$ cat src/rtl/conv_mac_engine.sv
// conv_mac_engine: multi-cycle 1-D linear convolution, one output element per cycle.
// Operands are taken over a valid/ready start handshake. The result is held until the
// consumer takes it over the res_valid/res_ready handshake.
module conv_mac_engine #(
  parameter int N        = 4,
  parameter int DW       = 5,
  parameter int OW       = 5,
  parameter int SAT_MODE = 0
) (
  input  logic                  clk,
  input  logic                  rst,
  input  logic                  start_valid,
  output logic                  start_ready,
  input  logic [N*DW-1:0]       x_in,
  input  logic [N*DW-1:0]       h_in,
  output logic                  res_valid,
  input  logic                  res_ready,
  output logic [(2*N-1)*OW-1:0] y_out,
  output logic                  sat_flag,
  output logic                  busy
);

  // Accumulator is wide enough for N full products, so it can never overflow.
  localparam int AW = 2*DW + $clog2(N);
  localparam int KW = $clog2(2*N-1);
  // Compare width covers both the accumulator and the output range.
  localparam int XW = (AW > OW) ? AW : OW;
  localparam logic [XW:0]   ONE_X = 1;
  localparam logic [XW:0]   LIM_X = (ONE_X << OW) - ONE_X;
  localparam logic [XW-1:0] LIM   = LIM_X[XW-1:0];

  typedef enum logic [1:0] {IDLE, COMPUTE, DONE} state_t;

  state_t          state;
  state_t          state_nxt;
  logic [N*DW-1:0] x_q;
  logic [N*DW-1:0] h_q;
  logic [KW-1:0]   k;
  logic [KW-1:0]   jdx;
  logic [AW-1:0]   acc;
  logic [XW-1:0]   acc_x;
  logic            over;
  logic [OW-1:0]   y_k;
  logic            last_k;
  logic            accept;

  assign start_ready = (state == IDLE);
  assign busy        = (state != IDLE);
  assign res_valid   = (state == DONE);
  assign accept      = start_valid && start_ready;
  assign last_k      = (k == KW'(2*N-2));

  // Output element k: one multiplier per signal tap i, paired with kernel tap k-i when it exists.
  always_comb begin
    acc = '0;
    jdx = '0;
    for (int i = 0; i < N; i++) begin
      if ((int'(k) >= i) && ((int'(k) - i) < N)) begin
        jdx = KW'(int'(k) - i);
        acc = acc + AW'(x_q[i*DW +: DW]) * AW'(h_q[jdx*DW +: DW]);
      end
    end
  end

  // Range check and wrap/saturate conversion of the current element.
  always_comb begin
    acc_x = XW'(acc);
    over  = (acc_x > LIM);
    y_k   = ((SAT_MODE != 0) && over) ? LIM[OW-1:0] : acc_x[OW-1:0];
  end

  // State register.
  always_ff @(posedge clk or negedge rst) begin
    if (!rst) state <= IDLE;
    else      state <= state_nxt;
  end

  // Next-state decode: accept, step through 2N-1 elements, wait for the consumer.
  always_comb begin
    state_nxt = state;
    case (state)
      IDLE:    if (accept)    state_nxt = COMPUTE;
      COMPUTE: if (last_k)    state_nxt = DONE;
      DONE:    if (res_ready) state_nxt = IDLE;
      default:                state_nxt = IDLE;
    endcase
  end

  // Datapath: latch operands on accept, then write one result element per COMPUTE cycle.
  always_ff @(posedge clk or negedge rst) begin
    if (!rst) begin
      x_q      <= '0;
      h_q      <= '0;
      k        <= '0;
      y_out    <= '0;
      sat_flag <= 1'b0;
    end else begin
      case (state)
        IDLE: begin
          if (accept) begin
            x_q      <= x_in;
            h_q      <= h_in;
            k        <= '0;
            y_out    <= '0;
            sat_flag <= 1'b0;
          end
        end
        COMPUTE: begin
          y_out[k*OW +: OW] <= y_k;
          sat_flag          <= sat_flag | over;
          if (!last_k) k <= k + 1'b1;
        end
        default: begin
        end
      endcase
    end
  end

endmodule

$ cat config.mk
export PLATFORM = sky130hd
export DESIGN_NAME = conv_mac_engine
export DESIGN_NICKNAME = d
export VERILOG_FILES = /design/src/rtl/conv_mac_engine.sv
export SDC_FILE = /design/constraint.sdc
export NUM_CORES = 1
export LEC_CHECK = 0
export CAP_MARGIN = 20
export CORE_MARGIN = 2
export CORE_UTILIZATION = 40
export DETAILED_ROUTE_END_ITERATION = 12
export GPL_ROUTABILITY_DRIVEN = 0
export PLACE_DENSITY = 0.56
export SYNTH_ARGS = -nofsm -noshare
export SYNTH_HDL_FRONTEND = slang
export SYNTH_SLANG_ARGS = --single-unit
$ cat constraint.sdc
create_clock -name clk -period 18.34 [get_ports clk]
set_input_delay 3.668 -clock clk [delete_from_list [all_inputs] [get_ports clk]]
set_output_delay 3.668 -clock clk [all_outputs]
set_load 0.005 [all_outputs]
==> impl_metrics.toml <==
[clock_tree]
postCtsSetupBuffers = 0
clock_latency_ps = 350
hold_buffers = 0
clk_pin_slew_ps = 70
cts_made_buffers = 9
tritoncts = "yes"
cts_sinks = 81
clockRootBuffer = "clkbuf_16"
htreeDepth = 3
cts_buffer_depth = 2
post_cts_resized = 0

[timing]
hold_violations = 0
worst_pin_slew_ps = 954.4
rsz0062_at_grt = "false"
fin_skew_ps = 8.544
fin_tns_setup_ps = 0
setup_viol = 0
hold_slack_ps = 489.5
fmax_mhz = 81.96
max_slew_margin = 0.3570
maxSlewViolCount = 0
fin_crit_ps = 12200
timing.final.crit_share = 0.6652

[die]
core-area_um2 = 20230
die_x_um = 147.7
row_count = 52
chipHeight_um = 147.7
pin_count = 83
die_area_um2 = 21810
start_util = 0.4082

[detailed_routing]
routed_wl_mm = 22.20
first_iter_violations = 436
antenna_left = 0
num_vias = 6677
wl_per_cell_um = 17.50
drc_errors = 0
top_layer_used = "met4"
wl_met3_um = 912
dr.pass1.iters = 5
wl_met2_mm = 10.19
m1WireLength_mm = 10.80
routed_via_density = 5.266

[logic_synthesis]
ys_seq_elements = 81
ys_seq_area_frac = 0.2454
ys_dominant_reg_cell = "dfrtp_1"
syn_avg_cell_area_um2 = 8.948
synth_warnings = 0
synth_edf_count = 0
syn_area_um2 = 8259
async_reset_ff_frac = 1.000
syn_inst = 923
yosysUniqueCellTypes = 65
syn_nets = 1115

[setup_path]
r2r_start = "k[2]$_DFFE_PN0P_"
worstSetupPathType = "flop to flop"
crit_buf_inv = 4
cp_max_fo = 26
critical_path_depth = 37
cp_slowest_cell = "dfrtp_1"
reg2reg_depth = 37
startpoint = "k[2]$_DFFE_PN0P_"
cpPeakStageDelay_ps = 600
r2r_end = "sat_flag$_DFFE_PN0P_"
endpoint_kind = "flop"
regToRegSetupSlack_ps = 6140
cp_top_family = "adder cells"
crit_top_cell = "fa_1"
critical_path_arrival_ps = 12490
cp.required_ps = 18630
startpoint_type = "flop"
cp-endpoint = "sat_flag$_DFFE_PN0P_"

[final_layout]
fillers = 1939
multi_input_area_um2 = 5772
finalNetCount = 1185
area_growth_pct = 17.12
utilization = 0.4780
drive_above_1_share = 0.05711
ff_latch_area_um2 = 2027
diodes = 0

[grt]
grt_max_degree = 69
track_usage = 0.2094
grt_pass1_vias = 6579
antenna_found_initial = 0
grt-ovfl-total = 0
grt_pass1_wl_mm = 35.60

[outcome]
status = "finished clean"

[min_path]
hold_path.class = "flop to flop"
hp-start = "y_out[31]$_DFFE_PN0P_"

[place]
io_buffers = 82
dp_hpwl_mm = 17.73

[flow_run]
maxCapViolCount = 0
==> layout by cell type, fill, tap and decap left out, types with 3 or more instances in the layout <==
cell	count
a2111oi_0	3
a211oi_1	6
a21o_1	10
a21oi_1	27
a22o_1	12
and2_1	22
and3_1	59
buf_4	8
clkbuf_16	9
clkdlybuf4s50_1	81
dfrtp_1	81
fa_1	59
ha_1	89
inv_1	90
inv_6	3
mux2_2	4
mux2i_1	7
mux4_2	20
nand2_1	200
nand2b_1	6
nand3_1	19
nand3b_1	3
nor2_1	34
nor2b_1	8
nor3_1	13
nor3b_1	3
o21a_1	8
o21ai_0	41
o31ai_1	4
or3_1	5
xnor2_1	7
xor2_1	12
==> final cells by class <==
cell class	instances	share of cell area
repair buffers	89	0.09003
multi-input cells	721	0.5967
clock inverters	7	0.01022
clock buffers	9	0.02328
flip-flops and latches	81	0.2095
well taps	270	0.03492
inverters	91	0.03531
==> how the worst min path moves through the flow <==
| stage | endpoint | slack (ps) | cells after the start |
|---|---|---|---|
| final | y_out[31]$_DFFE_PN0P_ | 490 | 2 |
| after floorplan | y_out[13]$_DFFE_PN0P_ | 470 | 2 |
| after detailed placement | y_out[15]$_DFFE_PN0P_ | 470 | 2 |
| after global routing | y_out[33]$_DFFE_PN0P_ | 510 | 2 |
| after CTS | y_out[31]$_DFFE_PN0P_ | 490 | 2 |
| after global placement | y_out[8]$_DFFE_PN0P_ | 470 | 2 |
==> kinds of logic after synthesis <==
| kind of cell | after synthesis | synth area share |
|---|---|---|
| and+or+nand+nor | 382 | 0.2162 |
| muxes | 31 | 0.06847 |
| adders and majority gates | 148 | 0.2778 |
| buffers and inverters | 121 | 0.05575 |
| AOI/OAI and AO/OA | 141 | 0.1162 |
| DFF | 81 | 0.2454 |
| xor gates and xnor gates | 19 | 0.02015 |
==> routing by layer <==
metal,vias to the layer above,track usage
met5,-,0
met4,0,0.04856
met3,12,0.03735
met2,130,0.3312
met1,3251,0.3009
li1,3284,-
==> Yosys cell counts, drive strengths merged, types with 20 or more instances <==
master	count	area, µm²
nor2	34	127.6
inv	91	341.6
a21oi	27	135.1
dfrtp	81	2027
o21ai	43	215.2
and2	23	143.9
nand2	200	750.7
ha	89	1114
fa	59	1181
and3	59	369.1
clkbuf	25	93.84
mux4	20	450.4
==> sequential cells by signal, summed over array words and instances (netlist names) <==
name and count:
x_q 20, k 3, y_out 35, h_q 20
sat_flag 1, state 2
==> per-stage QoR <==
step	area (µm²)	cells	worst slack [ps]
2_1_floorplan	8259	923	6584
3_3_place_gp	9341	1251	6292
3_5_place_dp	9341	1251	6132
4_1_cts	9666	1267	6117
5_1_grt	9673	1268	5449
6_report	9673	1268	6140
==> worst min-delay path, cell delays in order (launching register included) <==
cell     delay [ps]
dfrtp_1         350
nand2_1          50
o21ai_0          60
Power is not shown: default switching activity piles up to over one toggle a cycle in this logic, so the estimate is an artifact.
